$ cat config.mk
export PLATFORM = sky130hd
export DESIGN_NAME = frame_buffer_writer
export DESIGN_NICKNAME = d
export VERILOG_FILES = /design/src/rtl/frame_buffer_writer.sv
export SDC_FILE = /design/constraint.sdc
export NUM_CORES = 2
export LEC_CHECK = 0
export ABC_AREA = 1
export CORE_AREA = 3 3 446 448
export DETAILED_ROUTE_END_ITERATION = 10
export DIE_AREA = 0 0 449 451
export PLACE_DENSITY = 0.59
export SLEW_MARGIN = 20
export SYNTH_ARGS = -nofsm -noshare
export SYNTH_HDL_FRONTEND = slang
export SYNTH_SLANG_ARGS = --single-unit
$ cat constraint.sdc
create_clock -name clk -period 11.7 [get_ports clk]
set_input_delay 2.34 -clock clk [delete_from_list [all_inputs] [get_ports clk]]
set_output_delay 2.34 -clock clk [all_outputs]
set_load 0.01 [all_outputs]
$ cat src/rtl/frame_buffer_writer.sv
// Packs a pixel stream into AXI write bursts across a rotating set of frame buffers.
// Optional statistics counters are enabled by defining FRAME_BUFFER_WRITER_STATS_EN.
module frame_buffer_writer #(
  parameter int unsigned DATA_W       = 64,
  parameter int unsigned PIX_W        = 16,
  parameter int unsigned BURST_LEN    = 16,
  parameter int unsigned FRAME_PIXELS = 76800,
  parameter int unsigned NUM_BUFS     = 3,
  parameter logic [31:0] BASE_ADDR    = 32'h1000_0000,
  parameter logic [31:0] BUF_STRIDE   = 32'h0010_0000
) (
  input  logic                  clk,
  input  logic                  rst_n,
  input  logic [PIX_W-1:0]      s_data,
  input  logic                  s_valid,
  output logic                  s_ready,
  input  logic                  s_sof,
  output logic [31:0]           awaddr,
  output logic                  awvalid,
  input  logic                  awready,
  output logic [7:0]            awlen,
  output logic [2:0]            awsize,
  output logic [1:0]            awburst,
  output logic [DATA_W-1:0]     wdata,
  output logic                  wvalid,
  input  logic                  wready,
  output logic                  wlast,
  output logic [DATA_W/8-1:0]   wstrb,
  input  logic                  bvalid,
  output logic                  bready,
  input  logic [1:0]            rd_busy_idx,
  output logic [1:0]            done_idx,
  output logic                  done_pulse,
  output logic [15:0]           frame_cnt,
  output logic [15:0]           drop_cnt
);

  localparam int unsigned PPB         = DATA_W / PIX_W;
  localparam int unsigned STRB_W      = DATA_W / 8;
  localparam int unsigned DEPTH       = 2 * BURST_LEN;
  localparam int unsigned BURSTS      = FRAME_PIXELS / (PPB * BURST_LEN);
  localparam int unsigned PTR_W       = $clog2(DEPTH);
  localparam int unsigned CNT_W       = $clog2(DEPTH + 1);
  localparam int unsigned LANE_W      = (PPB > 1) ? $clog2(PPB) : 1;
  localparam int unsigned PIXC_W      = $clog2(FRAME_PIXELS + 1);
  localparam int unsigned BNO_W       = (BURSTS > 1) ? $clog2(BURSTS) : 1;
  localparam logic [31:0] BURST_BYTES = 32'(BURST_LEN * STRB_W);

  if (!(DATA_W == 32 || DATA_W == 64 || DATA_W == 128)) begin : g_bad_data_w
    $error("DATA_W must be 32, 64 or 128");
  end
  if (PIX_W == 0 || (DATA_W % PIX_W) != 0) begin : g_bad_pix_w
    $error("DATA_W must be an integer multiple of PIX_W");
  end
  if (BURST_LEN < 1 || BURST_LEN > 256) begin : g_bad_burst
    $error("BURST_LEN must be 1..256");
  end
  if (FRAME_PIXELS == 0 || (FRAME_PIXELS % (PPB * BURST_LEN)) != 0) begin : g_bad_frame
    $error("FRAME_PIXELS must be a multiple of PPB*BURST_LEN");
  end
  if (NUM_BUFS < 2 || NUM_BUFS > 4) begin : g_bad_bufs
    $error("NUM_BUFS must be 2..4");
  end
  if (BASE_ADDR[11:0] != 12'h000 || BUF_STRIDE[11:0] != 12'h000) begin : g_bad_align
    $error("BASE_ADDR and BUF_STRIDE must be 4 KB aligned");
  end

  typedef enum logic [2:0] {ST_IDLE, ST_ADDR, ST_DATA, ST_RESP, ST_FLUSH} state_t;

  state_t               state_q, state_d;
  logic [DATA_W-1:0]    mem_q [DEPTH];
  logic [PTR_W-1:0]     wr_ptr_q, wr_ptr_d, rd_ptr_q, rd_ptr_d;
  logic [CNT_W-1:0]     count_q, count_d;
  logic [DATA_W-1:0]    pack_q, pack_d, push_data;
  logic [LANE_W-1:0]    lane_q, lane_d;
  logic [PIXC_W-1:0]    pix_cnt_q, pix_cnt_d;
  logic                 flush_pend_q, flush_pend_d;
  logic [PIX_W-1:0]     hold_q, hold_d;
  logic [7:0]           beat_q, beat_d;
  logic [BNO_W-1:0]     burst_no_q, burst_no_d;
  logic [1:0]           wr_idx_q, wr_idx_d;
  logic [1:0]           done_idx_q, done_idx_d;
  logic                 done_pulse_q, done_pulse_d;
  logic                 accept, frame_full, short_sof, push, pop, clear;

  function automatic logic [1:0] next_idx(input logic [1:0] cur, input logic [1:0] busy);
    logic [1:0] n;
    n = (cur == 2'(NUM_BUFS - 1)) ? 2'd0 : cur + 2'd1;
    if (NUM_BUFS > 2 && n == busy) n = (n == 2'(NUM_BUFS - 1)) ? 2'd0 : n + 2'd1;
    return n;
  endfunction

  function automatic logic [PTR_W-1:0] ptr_inc(input logic [PTR_W-1:0] p);
    return (p == PTR_W'(DEPTH - 1)) ? '0 : p + 1'b1;
  endfunction

  // Input stalls while a short-frame restart is pending so no new-frame beat lands in the FIFO before it is flushed.
  assign s_ready    = rst_n && (count_q != CNT_W'(DEPTH)) && (state_q != ST_FLUSH) && !flush_pend_q;
  assign accept     = s_valid && s_ready;
  assign frame_full = (pix_cnt_q == PIXC_W'(FRAME_PIXELS));
  assign short_sof  = accept && s_sof && (pix_cnt_q != '0) && !frame_full;

  always_comb begin
    pack_d       = pack_q;
    lane_d       = lane_q;
    pix_cnt_d    = pix_cnt_q;
    flush_pend_d = flush_pend_q;
    hold_d       = hold_q;
    push         = 1'b0;
    if (state_q == ST_FLUSH) begin
      // The sof pixel that caused the flush becomes lane 0 of the restarted frame.
      flush_pend_d           = 1'b0;
      pack_d                 = '0;
      pack_d[PIX_W-1:0]      = hold_q;
      pix_cnt_d              = PIXC_W'(1);
      lane_d                 = (PPB == 1) ? '0 : LANE_W'(1);
      push                   = (PPB == 1);
    end else if (short_sof) begin
      flush_pend_d = 1'b1;
      hold_d       = s_data;
    end else if (accept && (s_sof || !frame_full)) begin
      pack_d[lane_q*PIX_W +: PIX_W] = s_data;
      pix_cnt_d = (s_sof ? '0 : pix_cnt_q) + 1'b1;
      if (lane_q == LANE_W'(PPB - 1)) begin
        push   = 1'b1;
        lane_d = '0;
      end else begin
        lane_d = lane_q + 1'b1;
      end
    end
    push_data = pack_d;
  end

  always_comb begin
    state_d      = state_q;
    beat_d       = beat_q;
    burst_no_d   = burst_no_q;
    wr_idx_d     = wr_idx_q;
    done_idx_d   = done_idx_q;
    done_pulse_d = 1'b0;
    pop          = 1'b0;
    clear        = 1'b0;
    awvalid      = 1'b0;
    wvalid       = 1'b0;
    wlast        = 1'b0;
    bready       = 1'b0;
    case (state_q)
      ST_IDLE: begin
        if (flush_pend_q) state_d = ST_FLUSH;
        else if (count_q >= CNT_W'(BURST_LEN)) state_d = ST_ADDR;
      end
      ST_ADDR: begin
        awvalid = 1'b1;
        if (awready) begin
          state_d = ST_DATA;
          beat_d  = '0;
        end
      end
      ST_DATA: begin
        wvalid = 1'b1;
        wlast  = (beat_q == 8'(BURST_LEN - 1));
        if (wready) begin
          pop    = 1'b1;
          beat_d = beat_q + 1'b1;
          if (wlast) state_d = ST_RESP;
        end
      end
      ST_RESP: begin
        bready = 1'b1;
        if (bvalid) begin
          state_d = ST_IDLE;
          if (burst_no_q == BNO_W'(BURSTS - 1)) begin
            burst_no_d   = '0;
            done_idx_d   = wr_idx_q;
            done_pulse_d = 1'b1;
            wr_idx_d     = next_idx(wr_idx_q, rd_busy_idx);
          end else begin
            burst_no_d = burst_no_q + 1'b1;
          end
        end
      end
      ST_FLUSH: begin
        clear      = 1'b1;
        burst_no_d = '0;
        state_d    = ST_IDLE;
      end
      default: state_d = ST_IDLE;
    endcase
  end

  always_comb begin
    wr_ptr_d = wr_ptr_q;
    rd_ptr_d = rd_ptr_q;
    count_d  = count_q;
    if (clear) begin
      rd_ptr_d = '0;
      wr_ptr_d = push ? PTR_W'(1) : '0;
      count_d  = push ? CNT_W'(1) : '0;
    end else begin
      if (push) wr_ptr_d = ptr_inc(wr_ptr_q);
      if (pop)  rd_ptr_d = ptr_inc(rd_ptr_q);
      if (push && !pop)      count_d = count_q + 1'b1;
      else if (pop && !push) count_d = count_q - 1'b1;
    end
  end

  always_ff @(posedge clk) begin
    if (push) mem_q[clear ? '0 : wr_ptr_q] <= push_data;
  end

  always_ff @(posedge clk or negedge rst_n) begin
    if (!rst_n) begin
      state_q      <= ST_IDLE;
      wr_ptr_q     <= '0;
      rd_ptr_q     <= '0;
      count_q      <= '0;
      pack_q       <= '0;
      lane_q       <= '0;
      pix_cnt_q    <= '0;
      flush_pend_q <= 1'b0;
      hold_q       <= '0;
      beat_q       <= '0;
      burst_no_q   <= '0;
      wr_idx_q     <= '0;
      done_idx_q   <= '0;
      done_pulse_q <= 1'b0;
    end else begin
      state_q      <= state_d;
      wr_ptr_q     <= wr_ptr_d;
      rd_ptr_q     <= rd_ptr_d;
      count_q      <= count_d;
      pack_q       <= pack_d;
      lane_q       <= lane_d;
      pix_cnt_q    <= pix_cnt_d;
      flush_pend_q <= flush_pend_d;
      hold_q       <= hold_d;
      beat_q       <= beat_d;
      burst_no_q   <= burst_no_d;
      wr_idx_q     <= wr_idx_d;
      done_idx_q   <= done_idx_d;
      done_pulse_q <= done_pulse_d;
    end
  end

  assign awaddr     = BASE_ADDR + 32'(wr_idx_q) * BUF_STRIDE + 32'(burst_no_q) * BURST_BYTES;
  assign awlen      = 8'(BURST_LEN - 1);
  assign awsize     = 3'($clog2(STRB_W));
  assign awburst    = 2'b01;
  assign wdata      = mem_q[rd_ptr_q];
  assign wstrb      = '1;
  assign done_idx   = done_idx_q;
  assign done_pulse = done_pulse_q;

`ifdef FRAME_BUFFER_WRITER_STATS_EN
  logic [15:0] frame_cnt_q, frame_cnt_d, drop_cnt_q, drop_cnt_d;

  always_comb begin
    frame_cnt_d = frame_cnt_q;
    drop_cnt_d  = drop_cnt_q;
    if (done_pulse_d && frame_cnt_q != '1) frame_cnt_d = frame_cnt_q + 1'b1;
    if (short_sof && drop_cnt_q != '1)     drop_cnt_d  = drop_cnt_q + 1'b1;
  end

  always_ff @(posedge clk or negedge rst_n) begin
    if (!rst_n) begin
      frame_cnt_q <= '0;
      drop_cnt_q  <= '0;
    end else begin
      frame_cnt_q <= frame_cnt_d;
      drop_cnt_q  <= drop_cnt_d;
    end
  end

  assign frame_cnt = frame_cnt_q;
  assign drop_cnt  = drop_cnt_q;
`else
  assign frame_cnt = '0;
  assign drop_cnt  = '0;
`endif

endmodule

======== Word-level counts from Yosys, hierarchy flattened ========
Memory sizes are Yosys's and may differ from the RTL's.
Index checks and enable logic that the tools add are counted.
operators by class
  add/subtract/negate cells ............... 13
  order comparisons ....................... 1
  equality and inequality tests ........... 21
  shift-type cells ........................ 2
  multiplexer cells ....................... 58
  bitwise operators ....................... 1
  reductions and logical operators ........ 30
operators with widths
  operator                                                number
  two-way mux 64 bit                                      3
  two-way mux 17 bit                                      4
  bitwise mux 64 bit                                      1
  variable shift 16 x 34 -> 64 bit, first input constant  1
  variable part select 16 x 34 -> 64 bit                  1
  two-way mux 5 bit                                       7
  negation 6 -> 34 bit                                    1
  adder 30 x 18 -> 31 bit                                 1
  adder 29 x 22 -> 30 bit, first input constant           1
  two-way mux 11 bit                                      2
  case mux 11 bit (2 select lines)                        1
  two-way mux 1 bit                                       20
  two-way mux 3 bit                                       6
  two-way mux 6 bit                                       3
  adder 17 x 1 -> 17 bit, second input constant           1
  equality test 17 bit, second input constant             1
  nonzero test 17 bit                                     1
  two-way mux 8 bit                                       2
  case mux 8 bit (2 select lines)                         1
  two-way mux 2 bit                                       7
  case mux 3 bit (4 select lines)                         1
  nonzero test 2 bit                                      6
  adder 11 x 1 -> 11 bit, second input constant           1
  equality test 11 bit, second input constant             1
  other kinds (26)                                        52
word-level totals
  register bits after elaboration ......... 143
  RAM bits ................................ 2048
  bits of input ports ..................... 25
  memories kept ........................... 1
memory list
  name   words  width  read ports  clocked after Yosys merged registers in  wr ports  RTL line  RTL
  mem_q  32     64     1           0                                        1         71        logic [DATA_W-1:0] mem_q [DEPTH];

======== Logic depth before layout (Yosys ltp) ========
  depth in word-level cells ............... 15
  gate-level depth with buffers ........... 19
  gate-level depth less buffers ........... 19

======== Least setup slack after synthesis ========
No wires, ideal clock.
  path kind ............................... input-to-reg
  start ................................... input port rst_n
  end ..................................... memory mem_q[13][0] (enable)
  library setup time ...................... 0.487 ns
  data arrival time ....................... 6.018 ns
  slack ................................... 5.195 ns
  stages on the path ...................... 8
  path buffers ............................ 0
  path through ............................ nand2_1 -> a21oi_2 -> nand3_1 -> nor2_4 -> nand3_2 -> inv_2 -> nand4_2 -> nor2_1
on the way
  word-level cells in the longest chain between the ends .. 11
  elaborated cells between the ends (all ways) .. 13
  classes of those cells .................. 5 x mux; 8 x reduce/logical
RTL lines
  item                              RTL line  RTL
  start: declaration                13        input logic rst_n,
  logical AND 1 bit * (3 in a row)  98        assign s_ready = rst_n && (count_q != CNT_W'(DEPTH)) && (state_q != ST_FLUSH) && !flush_pend_q;
  logical AND 1 bit *               99        assign accept = s_valid && s_ready;
  logical AND 1 bit (3 in a row)    101       assign short_sof = accept && s_sof && (pix_cnt_q != '0) && !frame_full;
  two-way mux 1 bit *               118       end else if (short_sof) begin
  two-way mux 1 bit *               110       if (state_q == ST_FLUSH) begin
  two-way mux 1 bit * (2 in a row)  208       if (push) mem_q[clear ? '0 : wr_ptr_q] <= push_data;
  end: declaration                  71
Every way passes the cells marked *; elsewhere a longest branch is shown, timed or not.

======== Worst setup path after layout ========
  start ................................... register rd_ptr_q[0]
  end ..................................... output port wdata[38]
on the way
  word-level cells in the longest chain between the ends .. 1
RTL lines
  item                       RTL line  RTL
  start: declaration         72        logic [PTR_W-1:0] wr_ptr_q, wr_ptr_d, rd_ptr_q, rd_ptr_d;
  start signal: assignment   230       rd_ptr_q <= rd_ptr_d;
  memory read (32 x 64 bit)  n/a
  end: declaration           24        output logic [DATA_W-1:0] wdata,
Every way passes these cells.

==> impl_metrics.yaml <==
synthesis:
  synth_seq_area_share_pct: 74.2
  ys_top_cells_by_area: "edfxtp_1 70%, o21ai_0 6.7%, nor2_1 5.6%"
  synth_top_area_share_pct: 70.2
  postSynth.asyncResetShare_pct: 6.53
  synthCells: 6960
  synth_area_leader_cell: "edfxtp_1"
  synthDistinctLibCells: 52
  synth_edf_count: 2048
  synthesis.area_um2: 87700
  netlist_top_cells_count: "2048 x edfxtp_1, 1314 x nor2_1, 1175 x o21ai_0, 516 x nand2_1, 512 x o22ai_1"
  synth_flop_cell: "edfxtp_1"
  syn_avg_cell_area_um2: 12.6
  synthMostInstantiatedCell: "edfxtp_1"
  ys_ff_latch: 2191
  synth_warnings: 0
placed_design:
  dp_slack_ps: 4400
  hpwl_mm: 128
  place_congestion: 0.821
  numPortBuffers: 109
clock_tree:
  cts_tree: "done"
  ctsLongestPathBuffers: 3
  cts_made_buffers: 214
  hold_buffers: 0
  postCtsSetupRepairBufs: 0
  clockRootBuffer: "clkbuf_16"
  h-tree-depth: 4
  numClockSinks: 2191
  cts_resized: 0
  clk_latency_ps: 870
  clkTransAtPathRegs_ps: 60
drt:
  drt-wirelength-per-cell_um: 26.5
  first_pass_iters: 6
  drt_iter0_drc: 7084
  drc_errors: 0
  vias: 57800
  ant_nets: 0
  drt-total-wl_mm: 258
  viasPerCell: 5.93
final_layout:
  syn2layout_area_growth_pct: 12.4
  fin_nets: 6992
  drive_above_1_share_pct: 8.11
timing:
  period_minus_slack_ps: 8100
  fin_skew_ps: 35.1
  min_period_over_period_pct: 69.2
  rsz0062_at_grt: "false"
  fin_ws_ps: 3600
  max_freq_mhz: 124
  setup_viol: 0
  tns_ps: 0
  final_hold_viol_count: 0
  tightest_slew_ps: 1360
  relSlewSlack_pct: 9.54
  drv_slew: 0
floorplanning:
  coreArea_um2: 195000
  initial_core_util_pct: 45.0
  die_w_um: 449
  die_area_um2: 202000
  rows: 162
  io_pins: 182
  die_y_um: 451
setup_path:
  cp_data_required_time_ps: 9360
  crit_slowest_cell: "dfrtp_4"
  worst_path_largest_cell_delay_ps: 830
  crit_type: "reg -> out"
  path_buf_inv: 4
  r2r_slack_ps: 7270
  arrival_ps: 5760
  start_kind: "flop"
  worstSetupEndpointType: "primary output"
  critical-path-top-delay-family: "buffers and inverters"
  crit_fanout: 241
  path_cells: "buf_4 -> buf_4 -> buf_12 -> o21ai_0 -> o22ai_1 -> o21ai_1 -> o22ai_1 -> nand2_1 -> nand2_1 -> clkdlybuf4s50_1"
min_path:
  hold_path_class: "reg -> reg"
run_status:
  status: "finished clean"
flow_run:
  maxCapViolCount: 0
power:
  powerDensity_nw_per_um2: 249
  peakVddDrop_v: 0.000203
  p_leak_nw: 31.8
global_route:
  grt_pass1_vias: 54600
  grt_max_degree: 242
  grtUsageTotal_pct: 24.9
  antenna_found_initial: 8
  grt_first_pass_wirelength_mm: 376
  overflow: 0
final timing paths:
check,startpoint,end,depth (start not counted)
worst max-delay path,rd_ptr_q[0],wdata[38],10
worst min-delay path,hold_q[15],hold_q[15],2
worst max register to register,pix_cnt_q[5],mem_q[27][57],11
worst min register to register,hold_q[15],hold_q[15],2
max in group asynchronous,rst_n,pack_q[13],2
min in group asynchronous,rst_n,burst_no_q[7],1
layer usage:
layer	wire length (um)	share of wire [%]	vias up	track usage [%]
li1	-	-	25500	-
met1	106000	41	29300	34.9
met2	123000	47	2698	40.2
met3	22000	8.5	392	4.18
met4	7510	2.9	0	7.48
met5	0	0	-	0
tightest hold or removal path, cell delays in order, from the launching register on:
cell	delay (ps)
dfrtp_1	340
nand2_1	50
nand2_1	60
layout make-up:
class / instances / area [um2]
tap: 2624 / 3280
inverter: 116 / 465
multi-input combinational: 4177 / 20400
clock inverter: 125 / 1260
fill: 16700 / 96400
sequential: 2191 / 65100
timing repair buffer: 249 / 2330
clock buffer: 267 / 5670
antenna: 5 / 12.5
placed cells by master, fill, tap and decap left out, drive strengths merged, types with 6 or more instances in the layout:
cell type,count
a21oi,28
a31oi,8
buf,141
bufinv,20
clkbuf,267
clkdlybuf4s50,108
clkinv,94
clkinvlp,6
conb,72
dfrtp,143
edfxtp,2048
ha,17
inv,121
nand2,519
nand3,260
nand4,19
nor2,1320
nor3,21
o211ai,6
o21ai,1276
o221ai,71
o22ai,512
o31ai,12
xor2,12
power breakdown:
| group | total [W] | switching, W | internal (W) |
|---|---|---|---|
| Clock | 0.00685 | 0.00297 | 0.00388 |
| Sequential | 0.00978 | 0.000212 | 0.00957 |
| Combinational | 0.00795 | 0.00578 | 0.00217 |
through the flow:
step / cells / total power [W] / hold WS [ps] / instance area [um2] / utilization (%)
3_3_place_gp: 9354 / 0.0178 / 465 / 91500 / 46.9
2_1_floorplan: 7030 / 0.0145 / 449 / 87900 / -
5_1_grt: 9750 / 0.0257 / 504 / 98500 / 50.5
6_report: 9754 / 0.0246 / 480 / 98500 / 50.5
4_1_cts: 9748 / 0.0246 / 482 / 98500 / 50.5
3_5_place_dp: 9356 / 0.0178 / 465 / 91600 / 47.0
registers in the layout, indices dropped and copies added, names as in the netlist, 3 cells and up:
| register | flops |
|---|---|
| burst_no_q | 11 |
| wr_ptr_q | 5 |
| beat_q | 8 |
| state_q | 3 |
| count_q | 6 |
| pix_cnt_q | 17 |
| hold_q | 16 |
| pack_q | 64 |
| rd_ptr_q | 5 |
| mem_q | 2048 |
logic make-up (layout without fill, tap and decap cells):
group,count (synthesis),count (layout),synth area share (%)
AND/OR/NAND/NOR,2148,2148,9.81
AO/OA/AOI/OAI,1926,1926,12.2
adder cells (fa/ha/maj),18,18,0.265
XOR/XNOR,13,13,0.130
buffers and inverters,662,757,3.39
other,2,77,0.00857
flip-flops,2191,2191,74.2
No activity file was read; power rests on OpenSTA's default activity.
